`src/rtl/ex_muldiv_stage.sv`:
```
// Execute stage with forwarding muxes, single-cycle ALU/multiplier, an iterative
// restoring divider and the EX/MEM pipeline register.
module ex_muldiv_stage #(
    parameter int XLEN = 32,
    parameter int NFWD = 2,
    localparam int SELW = $clog2(NFWD + 1)
) (
    input  logic                 clk,
    input  logic                 rst,
    input  logic                 in_valid,
    input  logic [4:0]           op,
    input  logic [SELW-1:0]      src1_sel,
    input  logic [SELW-1:0]      src2_sel,
    input  logic                 use_pc,
    input  logic                 use_imm,
    input  logic [XLEN-1:0]      pc_ex,
    input  logic [XLEN-1:0]      imm,
    input  logic [XLEN-1:0]      rs1_data,
    input  logic [XLEN-1:0]      rs2_data,
    input  logic [NFWD*XLEN-1:0] fwd_data,
    input  logic [4:0]           rd_addr_ex,
    input  logic                 wb_en_ex,
    input  logic                 flush,
    input  logic                 mem_stall,
    output logic                 ex_stall,
    output logic [XLEN-1:0]      store_data_ex,
    output logic [XLEN-1:0]      alu_out_wire,
    output logic                 out_valid,
    output logic                 wb_en_mem,
    output logic [4:0]           rd_addr_mem,
    output logic [XLEN-1:0]      alu_out_mem
);
    localparam int SHW  = $clog2(XLEN);
    localparam int NSEL = 1 << SELW;

    typedef enum logic [1:0] {IDLE, RUN, DONE} div_state_t;

    // Select codes above NFWD fall back to the register-file value.
    logic [XLEN-1:0] src1_tbl [NSEL];
    logic [XLEN-1:0] src2_tbl [NSEL];
    genvar gi;
    generate
        for (gi = 0; gi < NSEL; gi++) begin : g_src
            if (gi >= 1 && gi <= NFWD) begin : g_fwd
                assign src1_tbl[gi] = fwd_data[(gi-1)*XLEN +: XLEN];
                assign src2_tbl[gi] = fwd_data[(gi-1)*XLEN +: XLEN];
            end else begin : g_reg
                assign src1_tbl[gi] = rs1_data;
                assign src2_tbl[gi] = rs2_data;
            end
        end
    endgenerate

    logic [XLEN-1:0] src1_val, src2_val, op_a, op_b;
    logic [SHW-1:0]  shamt;

    assign src1_val      = src1_tbl[src1_sel];
    assign src2_val      = src2_tbl[src2_sel];
    assign op_a          = use_pc  ? pc_ex : src1_val;
    assign op_b          = use_imm ? imm   : src2_val;
    assign store_data_ex = src2_val;
    assign shamt         = op_b[SHW-1:0];

    logic [XLEN-1:0] alu_res;
    always_comb begin
        alu_res = '0;
        case (op[3:0])
            4'd0:    alu_res = op_a + op_b;
            4'd1:    alu_res = op_a - op_b;
            4'd2:    alu_res = op_a << shamt;
            4'd3:    alu_res = {{(XLEN-1){1'b0}}, ($signed(op_a) < $signed(op_b))};
            4'd4:    alu_res = {{(XLEN-1){1'b0}}, (op_a < op_b)};
            4'd5:    alu_res = op_a ^ op_b;
            4'd6:    alu_res = op_a >> shamt;
            4'd7:    alu_res = $unsigned($signed(op_a) >>> shamt);
            4'd8:    alu_res = op_a | op_b;
            4'd9:    alu_res = op_a & op_b;
            4'd10:   alu_res = op_b;
            default: alu_res = '0;
        endcase
    end

    // One 2*XLEN multiplier; signedness is applied through operand extension.
    logic              mul_a_sgn, mul_b_sgn;
    logic [2*XLEN-1:0] mul_a, mul_b, mul_p;
    logic [XLEN-1:0]   mul_res;

    assign mul_a_sgn = (op[1:0] == 2'd1) || (op[1:0] == 2'd2);
    assign mul_b_sgn = (op[1:0] == 2'd1);
    assign mul_a     = {{XLEN{mul_a_sgn & op_a[XLEN-1]}}, op_a};
    assign mul_b     = {{XLEN{mul_b_sgn & op_b[XLEN-1]}}, op_b};
    assign mul_p     = mul_a * mul_b;
    assign mul_res   = (op[1:0] == 2'd0) ? mul_p[XLEN-1:0] : mul_p[2*XLEN-1:XLEN];

    logic is_div_op, div_req;
    assign is_div_op    = op[4] & op[2];
    assign div_req      = in_valid & is_div_op;
    assign alu_out_wire = !op[4] ? alu_res : (op[2] ? '0 : mul_res);

    div_state_t      state_q;
    logic [SHW-1:0]  cnt_q;
    logic [XLEN-1:0] quo_q, rem_q, dvsr_q;
    logic            q_neg_q, r_neg_q, div_zero_q, rem_op_q;

    logic            div_signed, a_neg, b_neg;
    logic [XLEN:0]   rem_shift, rem_diff;
    logic [XLEN-1:0] q_fix, r_fix, div_res;

    assign div_signed = ~op[0];
    assign a_neg      = div_signed & op_a[XLEN-1];
    assign b_neg      = div_signed & op_b[XLEN-1];
    assign rem_shift  = {rem_q, quo_q[XLEN-1]};
    assign rem_diff   = rem_shift - {1'b0, dvsr_q};

    // Divisor-zero and MIN/-1 fall out of the magnitude datapath, except the
    // signed divide-by-zero quotient which must be forced to all ones.
    assign q_fix   = q_neg_q ? -quo_q : quo_q;
    assign r_fix   = r_neg_q ? -rem_q : rem_q;
    assign div_res = rem_op_q ? r_fix : (div_zero_q ? '1 : q_fix);

    always_ff @(posedge clk) begin
        if (!rst) begin
            state_q    <= IDLE;
            cnt_q      <= '0;
            quo_q      <= '0;
            rem_q      <= '0;
            dvsr_q     <= '0;
            q_neg_q    <= 1'b0;
            r_neg_q    <= 1'b0;
            div_zero_q <= 1'b0;
            rem_op_q   <= 1'b0;
        end else if (flush) begin
            state_q <= IDLE;
        end else begin
            case (state_q)
                IDLE: begin
                    if (div_req) begin
                        state_q    <= RUN;
                        cnt_q      <= '0;
                        quo_q      <= a_neg ? -op_a : op_a;
                        dvsr_q     <= b_neg ? -op_b : op_b;
                        rem_q      <= '0;
                        q_neg_q    <= a_neg ^ b_neg;
                        r_neg_q    <= a_neg;
                        div_zero_q <= (op_b == '0);
                        rem_op_q   <= op[1];
                    end
                end
                RUN: begin
                    if (!rem_diff[XLEN]) begin
                        rem_q <= rem_diff[XLEN-1:0];
                        quo_q <= {quo_q[XLEN-2:0], 1'b1};
                    end else begin
                        rem_q <= rem_shift[XLEN-1:0];
                        quo_q <= {quo_q[XLEN-2:0], 1'b0};
                    end
                    cnt_q <= cnt_q + 1'b1;
                    if (cnt_q == SHW'(XLEN - 1)) begin
                        state_q <= DONE;
                    end
                end
                DONE: begin
                    if (!mem_stall) begin
                        state_q <= IDLE;
                    end
                end
                default: state_q <= IDLE;
            endcase
        end
    end

    assign ex_stall = ~flush & (mem_stall | (div_req & (state_q != DONE)));

    always_ff @(posedge clk) begin
        if (!rst || flush) begin
            out_valid   <= 1'b0;
            wb_en_mem   <= 1'b0;
            rd_addr_mem <= '0;
            alu_out_mem <= '0;
        end else if (mem_stall) begin
            out_valid   <= out_valid;
        end else if ((div_req && state_q != DONE) || !in_valid) begin
            out_valid   <= 1'b0;
            wb_en_mem   <= 1'b0;
            rd_addr_mem <= '0;
            alu_out_mem <= '0;
        end else begin
            out_valid   <= 1'b1;
            wb_en_mem   <= wb_en_ex;
            rd_addr_mem <= rd_addr_ex;
            alu_out_mem <= (state_q == DONE) ? div_res : alu_out_wire;
        end
    end
endmodule

```
`config.mk`:
```
export PLATFORM = sky130hd
export DESIGN_NAME = ex_muldiv_stage
export DESIGN_NICKNAME = d
export VERILOG_FILES = /design/src/rtl/ex_muldiv_stage.sv
export SDC_FILE = /design/constraint.sdc
export NUM_CORES = 2
export LEC_CHECK = 0
export ABC_AREA = 1
export ABC_CLOCK_PERIOD_IN_PS = 10800
export CORE_UTILIZATION = 58
export DETAILED_ROUTE_END_ITERATION = 8
export PLACE_DENSITY_LB_ADDON = 0.12
export SLEW_MARGIN = 10
export SYNTH_ARGS = -nofsm -noshare
export SYNTH_HDL_FRONTEND = slang
export SYNTH_SLANG_ARGS = --single-unit
```
`constraint.sdc`:
```
create_clock -name clk -period 10.8 [get_ports clk]
set_input_delay 1.62 -clock clk [delete_from_list [all_inputs] [get_ports clk]]
set_output_delay 1.62 -clock clk [all_outputs]
set_load 0.01 [all_outputs]
```
==> impl_metrics.toml, run 1 <==
[yosys]
yosys.area.top_type_share_pct = 36.4
synthTopCellsByArea = "fa_1 (36%), nand2_1 (15%), inv_1 (11%), ha_1 (7.1%), dfxtp_1 (4.7%)"
synthArstFlopShare_pct = 0
synth_cell_types = 63
syn-cell-area_um2 = 62000
synthCells = 9058
syn_nets = 10800
ys_ff_latch = 146
ys_warn_count = 0
synth_ff_type = "dfxtp_1"
syn_avg_cell_area_um2 = 6.84
synth_edf_count = 0
synth_area_leader_cell = "fa_1"
seq_area_frac_synth_pct = 4.72

[floorplan]
die_w_um = 329
dieHeight_um = 329
io_pins = 318
num_rows = 119
initial_core_util_pct = 58.7

[status]
error = "[ERROR GRT-0116] Global routing finished with congestion. Check the congestion regions in the DRC Viewer."
stop_stage = "global routing (5_1_grt)"
outcome = "did not finish"

[global_routing]
grt_first_pass_wirelength_mm = 573
grt_usage_pct = 73.0
grt-ovfl-total = 123
grt_max_degree = 62
grt_pass1_vias = 83500

[placed_design]
pre_cts_ws_ns = -2.30
routabilityCongestion = 1.14
portBuffers = 317
hpwl_mm = 259

[clock_tree]
h-tree-depth = 4
clock_path_buffers = 2
ctsHoldBuffers = 0
cts_sinks = 146
cts-root-buf = "clkbuf_16"
tritoncts.num_buffers = 17
==> kinds of logic after synthesis <==
| group | after synthesis | share of synthesized area [%] |
|---|---|---|
| AND/OR/NAND/NOR | 3951 | 26.0 |
| buffers and inverters | 2254 | 14.1 |
| adder cells (fa/ha/maj) | 1479 | 43.5 |
| AO/OA/AOI/OAI | 1148 | 10.5 |
| flip-flops | 146 | 4.72 |
| XOR/XNOR | 80 | 1.13 |
==> routing by layer <==
metal  global-route usage, %  overflow
met1                    75.6         1
met2                    91.1        55
met3                    53.6         1
met4                    69.0        66
met5                    25.9         0
==> stage by stage <==
stage	cell area (um^2)	std cells	setup TNS, ns
after global placement	74200	11400	-56.02
after detailed placement	74200	11400	-66.25
after floorplan	62000	9058	-0.0677
after CTS	79900	11600	-12.40
==> cell usage after synthesis, types with 59 or more instances <==
library cell and n:
fa_1 1128, buf_1 71, a21oi_1 441, nor2_1 748
buf_2 74, dfxtp_1 146, o21ai_0 348, nor3_1 68
inv_1 1776, nand2_1 2434, nand3_1 537, nand4_1 59
ha_1 351, clkbuf_1 252
==> timing repair <==
item,CTS
cloned,14
endpoints found under the setup margin,37
pin swaps,299
gates resized for setup,971
setup buffers,233
==> inputs of run 2 (changes only) <==
--- a/config.mk
+++ b/config.mk
@@ -6,10 +6,10 @@
 export NUM_CORES = 2
 export LEC_CHECK = 0
 export ABC_AREA = 1
-export ABC_CLOCK_PERIOD_IN_PS = 10800
-export CORE_UTILIZATION = 58
+export ABC_CLOCK_PERIOD_IN_PS = 14000
+export CORE_UTILIZATION = 40
 export DETAILED_ROUTE_END_ITERATION = 8
-export PLACE_DENSITY_LB_ADDON = 0.12
+export PLACE_DENSITY_LB_ADDON = 0.15
 export SLEW_MARGIN = 10
 export SYNTH_ARGS = -nofsm -noshare
 export SYNTH_HDL_FRONTEND = slang
==> constraint.sdc (replaced) <==
create_clock -name clk -period 14 [get_ports clk]
set_input_delay 2.1 -clock clk [delete_from_list [all_inputs] [get_ports clk]]
set_output_delay 2.1 -clock clk [all_outputs]
set_load 0.01 [all_outputs]
==> impl_metrics.toml, run 2 <==
[clock_tree]
cts_sinks = 146
tritoncts.num_buffers = 25
h-tree-depth = 4
cts_tree = "yes"
clock_path_buffers = 3
cts-root-buf = "clkbuf_16"
clkSlewWorstSetupHoldPaths_ns = 0.07
clock_latency_ns = 0.50

[worst_setup_path]
critPathMaxStageDelay_ns = 0.59
critPathKind = "primary input to primary output"
critical_path.max_fanout = 30
r2r_start = "quo_q[31]"
crit_top_cell = "fa_1"
worstPathArrival_ns = 11.72
start_kind = "primary input"
setup.worst_path.start = "src1_sel[1]"
cp-end-kind = "primary output"
cp.required_ns = 11.90
critPathSlowestCell = "fa_1"

[sta]
hold_viol = 0
setup_violations = 0
finalCriticalPeriod_ns = 13.82
period_share_pct = 98.7
max_freq_mhz = 72.4
skew_ns = 0.0261
final_max_slew_viol_count = 0
slew_headroom_pct = 20.0
rsz0062_at_grt = "true"
setup_tns_ns = 0
tightestPinTransition_ns = 1.20

[global_routing]
grt_usage_pct = 43.1
use_met3_pct = 7.32
top_usage_layer = "met2"
grt_max_degree = 85
antenna_found_initial = 16
grt_use_met1_pct = 53.2
grt_pass1_vias = 65600
grt-ovfl-total = 0
grt_first_pass_wirelength_mm = 480
use_met2_pct = 67.5

[yosys]
synthArstFlopShare_pct = 0
yosys.area_share.simple_pct = 26.0
syn_avg_cell_area_um2 = 6.84
ys_warn_count = 0
synth_edf_count = 0
seq_area_frac_synth_pct = 4.72
synth-compound-area-share_pct = 10.5
synth_ff_type = "dfxtp_1"
syn_nets = 10800
synth-xor-area-share_pct = 1.13
synth_area_leader_cell = "fa_1"
yosys.area.top_type_share_pct = 36.4
synth_cell_types = 63
synthMuxAreaShare_pct = 0
synth_top_family_by_area = "adder cells"
synth_fa_ha_area_share_pct = 43.5
synthCells = 9058
synth.top_cells.by_count = "nand2_1 (2434), inv_1 (1776), fa_1 (1128), nor2_1 (748), nand3_1 (537)"
ys_ff_latch = 146
synthTopCellsByArea = "fa_1 (36%), nand2_1 (15%), inv_1 (11%), ha_1 (7.1%), dfxtp_1 (4.7%)"
synth_most_common_cell = "nand2_1"
syn-cell-area_um2 = 62000

[drt]
wl_mm = 338
drcViolationCount = 2
wl_per_cell_um = 29.3
first_iter_violations = 7278
final_antenna_net_count = 0
vias = 65400
firstDrtPassIters = 8
drt-vias-per-instance = 5.65

[layout]
layout_commonest_cell = "nand2_1"
area.growth.synth_to_final_pct = 15.5
drive_gt1_share_pct = 7.89
nets = 11200
fill_cells = 16300
final_cell_mix = "nand2_1 (2419), inv_1 (1773), fa_1 (1127)"

[run]
cap_violations = 0

[status]
violations = "design-rule violations"
outcome = "finished with violations"

[floorplan]
initial_core_util_pct = 40.3
io_pins = 318
die_w_um = 396
dieHeight_um = 396
dieArea_um2 = 157000
num_rows = 144
core_area_um2 = 154000

[placed_design]
portBuffers = 317
hpwl_mm = 285
routabilityCongestion = 1.07

[worst_hold_path]
min_from = "alu_out_mem[31]"
hold_class = "register to register"
==> run 2: cell counts after synthesis <==
Identical to the previous run, type by type.
==> run 2: area by class of cell <==
class	count	area [um^2]	share of cell area [%]
repair buffers	848	7850	11.0
clock inverters	3	67.6	0.0944
clock buffers	29	651	0.909
flip-flops and latches	146	2920	4.08
well taps	2044	2560	3.57
multi-input cells	6658	50600	70.7
diodes	10	25.0	0.0350
inverters	1827	6880	9.62
==> run 2: worst paths after layout <==
path	cells past startpoint	slack (ns)	end
worst max-delay path	34	0.18	alu_out_wire[11]
worst min-delay path	2	0.46	alu_out_mem[31]
worst max register to register	20	9.49	rem_q[13]
worst min register to register	2	0.46	alu_out_mem[31]
==> run 2: cells by family after synthesis <==
group           count (synthesis)
flops                         146
xor+xnor                       80
buf+inv                      2254
simple gates                 3951
compound gates               1148
fa+ha+maj                    1479
==> run 2: worst max-delay path, delay by kind of cell <==
| kind | cells | cell delay, ns |
|---|---|---|
| adders and majority gates | 10 | 4.98 |
| and+or+nand+nor | 7 | 1.01 |
| buffers and inverters | 11 | 2.48 |
| AOI/OAI and AO/OA | 6 | 1.08 |
==> run 2: per-layer routing <==
layer  part of all wire [%]  vias up
met1                     38    32600
li1                       -    28500
met5                  0.017        -
met2                     44     3489
met3                    8.7      829
met4                    9.3        8
==> run 2: timing repair <==
action / in CTS / in global routing
hold buffers: 0 / 0
setup endpoints to repair: 4 / 30
cloned: 0 / 1
setup buffers: 0 / 3
gates resized for setup: 3 / 60
pin swaps: 0 / 2
==> run 2: per-stage QoR <==
step | util [%] | std cells | hold slack (ns) | instance area, um^2 | worst slack [ns]
2_1_floorplan | - | 9058 | 0.429 | 62000 | 1.98
3_3_place_gp | 45.9 | 11500 | 0.448 | 70600 | -0.109
3_5_place_dp | 45.9 | 11500 | 0.455 | 70600 | -0.128
4_1_cts | 46.4 | 11600 | 0.464 | 71300 | -0.00257
5_1_grt | 46.5 | 11600 | 0.482 | 71600 | -0.0252
6_report | 46.5 | 11600 | 0.465 | 71600 | 0.181
Power of run 2 is not shown: default switching activity piles up to over one toggle a cycle in this logic, so the estimate is an artifact.
